--- src/rtl/mem_port_arbiter.sv ---
// Shares one 64-bit memory port between instruction fetch and load/store, one read in flight.
// Optional fetch starvation guard: define STARVE_GUARD_EN.
//
// state   | meaning
// IDLE    | arbitrate; writes complete here, reads launch from here
// WAIT    | read outstanding, lat_cnt counting down to data capture
module mem_port_arbiter #(
  parameter int ADDR_W     = 32,
  parameter int MEM_LAT    = 1,
  parameter int STARVE_MAX = 4
) (
  input  logic              clk_i,
  input  logic              rst_i,
  input  logic              if_req_i,
  input  logic [ADDR_W-1:0] if_addr_i,
  output logic              if_gnt_o,
  output logic              if_rvalid_o,
  output logic [31:0]       if_rdata_o,
  input  logic              d_req_i,
  input  logic              d_we_i,
  input  logic [ADDR_W-1:0] d_addr_i,
  input  logic [63:0]       d_wdata_i,
  input  logic [7:0]        d_wmask_i,
  output logic              d_gnt_o,
  output logic              d_rvalid_o,
  output logic [63:0]       d_rdata_o,
  output logic              mem_en_o,
  output logic              mem_we_o,
  output logic [ADDR_W-1:0] mem_addr_o,
  output logic [63:0]       mem_wdata_o,
  output logic [7:0]        mem_wmask_o,
  input  logic [63:0]       mem_rdata_i,
  output logic              busy_o
);

  typedef enum logic {
    ST_IDLE = 1'b0,
    ST_WAIT = 1'b1
  } state_e;

  localparam logic [2:0] LAT_LOAD = 3'(MEM_LAT);
  localparam logic       OWN_F    = 1'b0;
  localparam logic       OWN_D    = 1'b1;

  state_e      state_q, state_d;
  logic [2:0]  lat_cnt_q, lat_cnt_d;
  logic        owner_q, owner_d;
  logic        hi_q, hi_d;
  logic        if_rvalid_q, d_rvalid_q;
  logic [31:0] if_rdata_q;
  logic [63:0] d_rdata_q;
  logic        capture;
  logic        fetch_force;

  // Low address bits never reach the doubleword-aligned port.
  logic unused_addr_bits;
  assign unused_addr_bits = ^{if_addr_i[1:0], d_addr_i[1:0]};

`ifdef STARVE_GUARD_EN
  localparam logic [3:0] STARVE_LIM = 4'(STARVE_MAX);
  logic [3:0] starve_q;

  assign fetch_force = if_req_i && (starve_q >= STARVE_LIM);

  always_ff @(posedge clk_i or posedge rst_i) begin
    if (rst_i) begin
      starve_q <= 4'd0;
    end else if (!if_req_i || if_gnt_o) begin
      starve_q <= 4'd0;
    end else if (d_gnt_o && starve_q != 4'hF) begin
      starve_q <= starve_q + 4'd1;
    end
  end
`else
  localparam int unused_starve_max = STARVE_MAX;
  assign fetch_force = 1'b0;
`endif

  always_comb begin
    state_d     = state_q;
    lat_cnt_d   = lat_cnt_q;
    owner_d     = owner_q;
    hi_d        = hi_q;
    capture     = 1'b0;
    if_gnt_o    = 1'b0;
    d_gnt_o     = 1'b0;
    mem_en_o    = 1'b0;
    mem_we_o    = 1'b0;
    mem_addr_o  = '0;
    mem_wdata_o = '0;
    mem_wmask_o = '0;
    case (state_q)
      ST_IDLE: begin
        // Grants are combinational, so they must be masked while reset is held.
        if (!rst_i) begin
          if (d_req_i && !fetch_force) begin
            d_gnt_o    = 1'b1;
            mem_en_o   = 1'b1;
            mem_addr_o = {d_addr_i[ADDR_W-1:3], 3'b000};
            if (d_we_i) begin
              mem_we_o    = 1'b1;
              mem_wdata_o = d_wdata_i;
              mem_wmask_o = d_wmask_i;
            end else begin
              owner_d   = OWN_D;
              hi_d      = d_addr_i[2];
              lat_cnt_d = LAT_LOAD;
              state_d   = ST_WAIT;
            end
          end else if (if_req_i) begin
            if_gnt_o   = 1'b1;
            mem_en_o   = 1'b1;
            mem_addr_o = {if_addr_i[ADDR_W-1:3], 3'b000};
            owner_d    = OWN_F;
            hi_d       = if_addr_i[2];
            lat_cnt_d  = LAT_LOAD;
            state_d    = ST_WAIT;
          end
        end
      end
      ST_WAIT: begin
        lat_cnt_d = lat_cnt_q - 3'd1;
        if (lat_cnt_q <= 3'd1) begin
          lat_cnt_d = 3'd0;
          capture   = 1'b1;
          state_d   = ST_IDLE;
        end
      end
      default: state_d = ST_IDLE;
    endcase
  end

  always_ff @(posedge clk_i or posedge rst_i) begin
    if (rst_i) begin
      state_q     <= ST_IDLE;
      lat_cnt_q   <= 3'd0;
      owner_q     <= OWN_F;
      hi_q        <= 1'b0;
      if_rvalid_q <= 1'b0;
      d_rvalid_q  <= 1'b0;
      if_rdata_q  <= 32'd0;
      d_rdata_q   <= 64'd0;
    end else begin
      state_q     <= state_d;
      lat_cnt_q   <= lat_cnt_d;
      owner_q     <= owner_d;
      hi_q        <= hi_d;
      if_rvalid_q <= capture && (owner_q == OWN_F);
      d_rvalid_q  <= capture && (owner_q == OWN_D);
      if (capture) begin
        if (owner_q == OWN_D) begin
          d_rdata_q <= mem_rdata_i;
        end else begin
          if_rdata_q <= hi_q ? mem_rdata_i[63:32] : mem_rdata_i[31:0];
        end
      end
    end
  end

  assign if_rvalid_o = if_rvalid_q;
  assign d_rvalid_o  = d_rvalid_q;
  assign if_rdata_o  = if_rdata_q;
  assign d_rdata_o   = d_rdata_q;
  assign busy_o      = (state_q == ST_WAIT);

endmodule
--- config.mk ---
export PLATFORM = sky130hd
export DESIGN_NAME = mem_port_arbiter
export DESIGN_NICKNAME = d
export VERILOG_FILES = /design/src/rtl/mem_port_arbiter.sv
export SDC_FILE = /design/constraint.sdc
export NUM_CORES = 1
export LEC_CHECK = 0
export BUFFER_PORTS_ARGS = -buffer_cell sky130_fd_sc_hd__buf_2
export CORE_AREA = 5 5 156 158
export DETAILED_ROUTE_END_ITERATION = 10
export DIE_AREA = 0 0 161 163
export GPL_TIMING_DRIVEN = 0
export PLACE_DENSITY = 0.52
export SYNTH_ARGS = -nofsm -noshare
export SYNTH_HDL_FRONTEND = slang
export SYNTH_SLANG_ARGS = --single-unit
--- constraint.sdc ---
create_clock -name clk_i -period 4.3 [get_ports clk_i]
set_clock_uncertainty 0.05 [all_clocks]
set_input_delay 0.215 -clock clk_i [delete_from_list [all_inputs] [get_ports clk_i]]
set_output_delay 0.215 -clock clk_i [all_outputs]
set_load 0.05 [all_outputs]
; Word level (Yosys, flattened, before mapping)
; Index checks and enable logic that the tools add are counted.
[word_totals]
out_inout_bits = 207
elab_cells = 70
inputBits = 205
ff_bits = 104
[op_classes]
addsub = 1
reduce_logical = 7
muxes = 46
n_lt_le_gt_ge = 1
n_eq_ne = 4
n_bitwise = 3
[ops]
columns = operator, count
row1 = 64-bit two-way mux, 4
row2 = 32-bit two-way mux, 5
row3 = 8-bit two-way mux, 4
row4 = 1-bit two-way mux, 26
row5 = 3-bit two-way mux, 5
row6 = 3-bit inequality test (second input constant), 2
row7 = 3-bit case mux with 2 select lines, 1
row8 = 2-bit inequality test (second input constant), 2
row9 = 2-bit AND reduction, 2
row10 = 4-bit AND reduction, 1
row11 = 3-bit by 1-bit <= comparator with 1-bit output (second input constant), 1
row12 = 1-bit NOT, 3
row13 = 3-bit AND reduction, 1
row14 = 3-bit by 1-bit subtractor with 3-bit output (second input constant), 1
row15 = 1-bit logical AND, 2
row16 = 1-bit case mux with 2 select lines, 1
row17 = 2-bit nonzero test, 1

; Longest topological paths before layout
; Gate-level depths: netlist (run 1).
[depth]
word_depth = 4
ltp_mapped = 7
depth_no_buf = 5

; Least setup slack after synthesis (run 1)
; No wires, ideal clock.
[synth_path]
path_kind = reg-to-output
from = register state_q (netlist: busy_o)
to = output mem_wdata_o[61]
required_ns = 4.035
arrival_time_ns = 2.456
setup_slack_ns = 1.579
path_buffers = 3
path_stages_with_launch = 7
path_cell_list = dfrtp_1 clkbuf_1 nor2_1 and3_1 clkbuf_1 clkbuf_1 and2_1
[synth_via]
elab_chain_len = 1
[synth_lines]
columns = item, line_no
row1 = "start, declared", 45  ; state_e state_q, state_d;
row2 = "start signal, assigned", 144  ; state_q <= state_d;
row3 = 64-bit two-way mux, 92  ; case (state_q)
row4 = "end, declared", 30  ; output logic [63:0] mem_wdata_o,
; Every way passes these cells.

; Worst setup path after layout (run 1)
[layout_path]
from = register state_q (netlist: busy_o)
to = output mem_wmask_o[3]
[layout_via]
elab_chain_len = 1
[layout_lines]
columns = item, line_no
row1 = 8-bit two-way mux, 92
row2 = "end, declared", 31  ; output logic [7:0] mem_wmask_o,
; Every way passes these cells.

==> results of run 1 <==
-- final cells by class --
class | count | area (um2) | area share
flip-flops and latches | 104 | 2600 | 0.323
multi-input cells | 257 | 2470 | 0.307
repair buffers | 406 | 2060 | 0.256
well taps | 290 | 363 | 0.0451
clock buffers | 9 | 225 | 0.0280
plain buffers | 34 | 204 | 0.0253
clock inverters | 7 | 97.6 | 0.0121
inverters | 6 | 25.0 | 0.00311
diodes | 2 | 5.00 | 0.000622
-- power breakdown --
group          total [mW]  internal, mW  switching, mW
clock               0.882         0.469          0.412
sequential           1.73          1.48          0.253
combinational        4.09          1.29           2.80
total                6.70          3.24           3.47
-- worst paths after layout --
check                      slack (ns)                         to
max                              1.41             mem_wmask_o[3]
min                              0.05  d_rdata_o[20]$_DFFE_PP0P_
max reg2reg                      1.99  d_rdata_o[32]$_DFFE_PP0P_
min reg2reg                      0.45   d_rdata_o[7]$_DFFE_PP0P_
max in group asynchronous        2.97   d_rdata_o[8]$_DFFE_PP0P_
min in group asynchronous        0.52           hi_q$_DFFE_PP0P_
-- per-stage QoR --
step                instance area (um2)  setup TNS [ns]
floorplan                          5300               0
global placement                   7680          -38.61
detailed placement                 7710               0
CTS                                8050               0
global route                       8050               0
finish                             8050               0
-- logic make-up (layout without fill, tap and decap cells) --
kind of cell	after synthesis	in the layout	synth area share
buffers and inverters	40	462	0.0428
AND/OR/NAND/NOR	84	84	0.101
AO/OA/AOI/OAI	38	38	0.0613
multiplexers	130	130	0.297
other	1	5	0.000709
flip-flops	104	104	0.492
adder cells (fa/ha/maj)	2	2	0.00473
-- cells in the final DEF, fill, tap and decap left out, types with 5 or more instances in the layout --
master,count
a22o_1,30
and2_1,73
dfrtp_1,104
clkbuf_16,9
inv_1,5
clkbuf_1,17
mux2_4,29
mux2_2,101
buf_2,411
-- flip-flops by register name, indices dropped and copies added, names as in the netlist --
| name | flops |
|---|---|
| busy_o | 1 |
| owner_q | 1 |
| hi_q | 1 |
| if_rvalid_o | 1 |
| d_rdata_o | 64 |
| d_rvalid_o | 1 |
| if_rdata_o | 32 |
| lat_cnt_q | 3 |
-- critical path, cell delays in order (launching register included) --
cell	delay, ns
dfrtp_1	0.40
clkbuf_1	0.21
nor2_1	0.22
and3_1	0.17
clkbuf_1	0.36
clkbuf_1	0.28
and2_1	0.30
buf_2	0.32
-- metal layers --
metal / track usage / up-vias / share of wire
li1: - / 2242 / -
met1: 0.212 / 2296 / 0.38
met2: 0.328 / 257 / 0.50
met3: 0.0671 / 32 / 0.089
met4: 0.0640 / 6 / 0.024
met5: 0 / - / 0.0014
==> results.toml, run 1 <==
[hold_path]
holdPathStages = 2
hold_class = "in -> reg"
min_from = "mem_rdata_i[20]"

[layout]
nFillCells = 2410
nets = 1025
drive_gt1_frac = 0.691
area_growth_pct = 52.2
instances_no_fill = 1115
post-route-util = 0.350

[synth]
ys_seq_area_frac = 0.492
synth_top_area_share = 0.492
ys_types = 32
synth_common_cells = "dfrtp_1 (104), mux2_2 (101), and2_1 (73)"
synth_flop_cell = "dfrtp_1"
ys_ff_latch = 104
ys_warn_count = 0
synthesis.area_um2 = 5290
ys_top_cells_by_area = "dfrtp_1 (49%), mux2_2 (21%), and2_1 (8.6%)"
syn_area_per_cell_um2 = 13.3
synth_area_leader_cell = "dfrtp_1"
async_flop_share = 1.00
syn-instance-count = 399
synth-edff-count = 0
synth.most_common_cell = "dfrtp_1"

[run_status]
outcome = "finished, final reports clean"

[sta]
layout_setup_ws_ns = 1.41
whs_ns = 0.0476
finalHoldViolCount = 0
slew_headroom = 0.499
drv_slew = 0
fmax_mhz = 346
rsz0062_at_grt = "no"
setup_viol = 0
period_needed_ns = 2.89
worstMarginPinSlew_ns = 0.752
timing.final.crit_share = 0.671

[worst_setup_path]
critical_path_class = "reg -> out"
critPathMaxFanout = 10
worstPathRequired_ns = 4.03
cp-end-kind = "output pin"
cp-startpoint = "busy_o$_DFF_PP0_"
start_kind = "flip-flop"
regToRegStartpoint = "lat_cnt_q[1]$_DFFE_PP0P_"
ff2ff_path_depth = 7
crit_arrival_ns = 2.62

[die]
core-area_um2 = 23000
rows = 56
die_w_um = 161
io_pins = 412
die-area_um2 = 26200
die_y_um = 163
start_util = 0.230

[detailed_routing]
drt_iter0_drc = 149
drtAntennaViolNets = 0
drcViolationCount = 0
routed_via_density = 4.33
wl_um = 25100
wl_per_cell_um = 22.5
dr.pass1.iters = 4
vias = 4833

[global_routing]
antenna_found_initial = 5
grt_max_degree = 57
gr-total-overflow = 0
track_usage = 0.187
grt_pass1_vias = 5167
grt_first_pass_wirelength_um = 36000

[clocking]
cts_tree = "yes"
root_buffer = "clkbuf_16"
cts_max_path_buffers = 2
clock-sinks = 104
clk_latency_ns = 0.35
clk_pin_slew_ns = 0.08
numCtsBuffers = 9
htree_levels = 3
ctsResizeCount = 0
cts_setup_buffers = 0
cts_hold_buf = 1

[placed_design]
place_ws_ns = 1.82
hpwl_um = 21600
dp.cells = 1096
io_buffers = 404
place_congestion = 0.856

[power]
total_leakage_power_nw = 4.37
peakVddDrop_mv = 0.288
p_per_area_nw_per_um2 = 833
total_power_mw = 6.70

[job]
max_cap_violations = 0
Note: power is estimated with default switching activity, not from simulation.
==> run 2: changes to the inputs <==
CORE_AREA = 5 5 157 159   (was 5 5 156 158)
DIE_AREA = 0 0 162 164   (was 0 0 161 163)
clock period = 2.9 ns   (was 4.3 ns; I/O delays follow)
==> results.toml, run 2 (synthesis gave the netlist of run 1 again) <==
[detailed_routing]
wl_um = 22100
dr.pass1.iters = 4
vias = 4964
drcViolationCount = 0
routed_via_density = 4.22
drt_iter0_drc = 156
drtAntennaViolNets = 0
wl_per_cell_um = 18.8

[sta]
rsz0062_at_grt = "no"
setup_viol = 0
fin_tns_setup_ns = 0
finalHoldViolCount = 0
period_needed_ns = 2.65
fmax_mhz = 378
timing.final.crit_share = 0.912
slew_headroom = 0.429
drv_slew = 0
worstMarginPinSlew_ns = 0.855

[layout]
final_area_um2 = 8680
largest_reg_flops = 64
post-route-util = 0.375
nets = 1087
final_cell_mix = "buf_2 (411), dfrtp_1 (104), mux2_2 (101), and2_1 (73), dlygate4sd3_1 (63)"
drive_gt1_frac = 0.644
area_growth_pct = 64.0
final_common_cell = "buf_2"

[clocking]
numCtsBuffers = 9
cts_max_path_buffers = 2
clock-sinks = 104
htree_levels = 3
ctsResizeCount = 0
clk_latency_ns = 0.35
cts_tree = "yes"
clk_pin_slew_ns = 0.07
root_buffer = "clkbuf_16"

[power]
p_clk_frac = 0.130
peakVddDrop_mv = 0.517
combPwrFrac = 0.614
total_leakage_power_nw = 4.63
power_switching_mw = 5.13
p_per_area_nw_per_um2 = 1150
p_seq_frac = 0.256
switching_share = 0.513
internal_power_mw = 4.86

[worst_setup_path]
worstPathRequired_ns = 2.71
crit_path_frequent_cell = "clkbuf_1"
crit_arrival_ns = 2.45
path_buf_inv = 3
cpMaxStageDelayCell = "and3_1"
slowest_delay_ns = 0.41
critPathMaxFanout = 10
crit_chain = "clkbuf_1 -> nor2_1 -> and3_1 -> clkbuf_1 -> and2_1 -> buf_2"
critical_path_class = "reg -> out"
start_kind = "flip-flop"
cp-end-kind = "output pin"
cp_top_family = "simple AND/OR/NAND/NOR gates"

[hold_path]
hold_class = "in -> reg"

[global_routing]
gr-total-overflow = 0
track_usage = 0.158
grt_max_degree = 38
antenna_found_initial = 1
grt_pass1_vias = 5369
grt_first_pass_wirelength_um = 32100

[die]
die-area_um2 = 26600
die_w_um = 162
die_y_um = 164
io_pins = 412
rows = 56
core-area_um2 = 23100
start_util = 0.229

[job]
max_cap_violations = 0

[placed_design]
hpwl_um = 18100
place_congestion = 0.798
io_buffers = 404
placed_area_um2 = 7730

[run_status]
outcome = "finished, final reports clean"
[run 2: final timing paths]
check                           slack (ns)  depth (start not counted)                         end                       start
worst max-delay path                  0.25                          6              mem_wmask_o[3]            busy_o$_DFF_PP0_
max in group asynchronous             1.62                          4  if_rdata_o[10]$_DFFE_PP0P_                       rst_i
worst max register to register        0.65                          7   d_rdata_o[22]$_DFFE_PP0P_    lat_cnt_q[1]$_DFFE_PP0P_
min in group asynchronous             0.52                          3    lat_cnt_q[1]$_DFFE_PP0P_                       rst_i
worst min register to register        0.45                          1  if_rdata_o[18]$_DFFE_PP0P_  if_rdata_o[18]$_DFFE_PP0P_
worst min-delay path                  0.02                          2   d_rdata_o[63]$_DFFE_PP0P_             mem_rdata_i[63]
[run 2: layout make-up]
type,count,area [um2]
multi-input combinational,257,2470
inverter,6,26.3
clock buffer,9,225
sequential,104,2600
tap,290,363
antenna,1,2.50
buffer,33,200
fill,2316,14400
timing repair buffer,469,2690
clock inverter,7,96.3
[run 2: metal layers]
metal  GRT usage  part of all wire  routed length [um]  vias to the layer above
li1            -                 -                   -                     2362
met1       0.186              0.40                8760                     2334
met2       0.279              0.50               11000                      243
met3      0.0447             0.083                1850                       25
met4      0.0523             0.021                 464                        0
met5           0                 0                   0                        -
[run 2: what timing repair did]
action                                  CTS  global route
setup buffers                             0             0
endpoints found under the setup margin    0            22
endpoints found under the hold margin    94             0
hold buffers                             63             0
[run 2: worst reg2reg max path: stages (launching register included)]
cell and delay [ns]:
dfrtp_1 0.38, inv_1 0.09, ha_1 0.13, o21ba_2 0.17, and4bb_2 0.29, buf_2 0.29, buf_2 0.36, mux2_2 0.38
[run 2: per-stage QoR]
step                      hold WS [ns]  worst slack [ns]  std cells  power (mW)
after floorplan                  0.247             0.249        401        7.18
after global placement           0.340             0.514       1095        8.67
after detailed placement         0.345             0.482       1097        8.71
after CTS                     0.000446            0.0826       1176        10.1
after global routing           0.00324            0.0429       1176        10.5
final                           0.0213             0.255       1176        9.98
[run 2: power by group through the flow]
stage | clock network, mW | registers, mW | logic [mW]
after floorplan | 0 | 5.03 | 2.15
after global placement | 0 | 2.57 | 6.09
after detailed placement | 0 | 2.59 | 6.12
after CTS | 1.37 | 2.56 | 6.20
after global routing | 1.42 | 2.66 | 6.40
final | 1.30 | 2.56 | 6.13
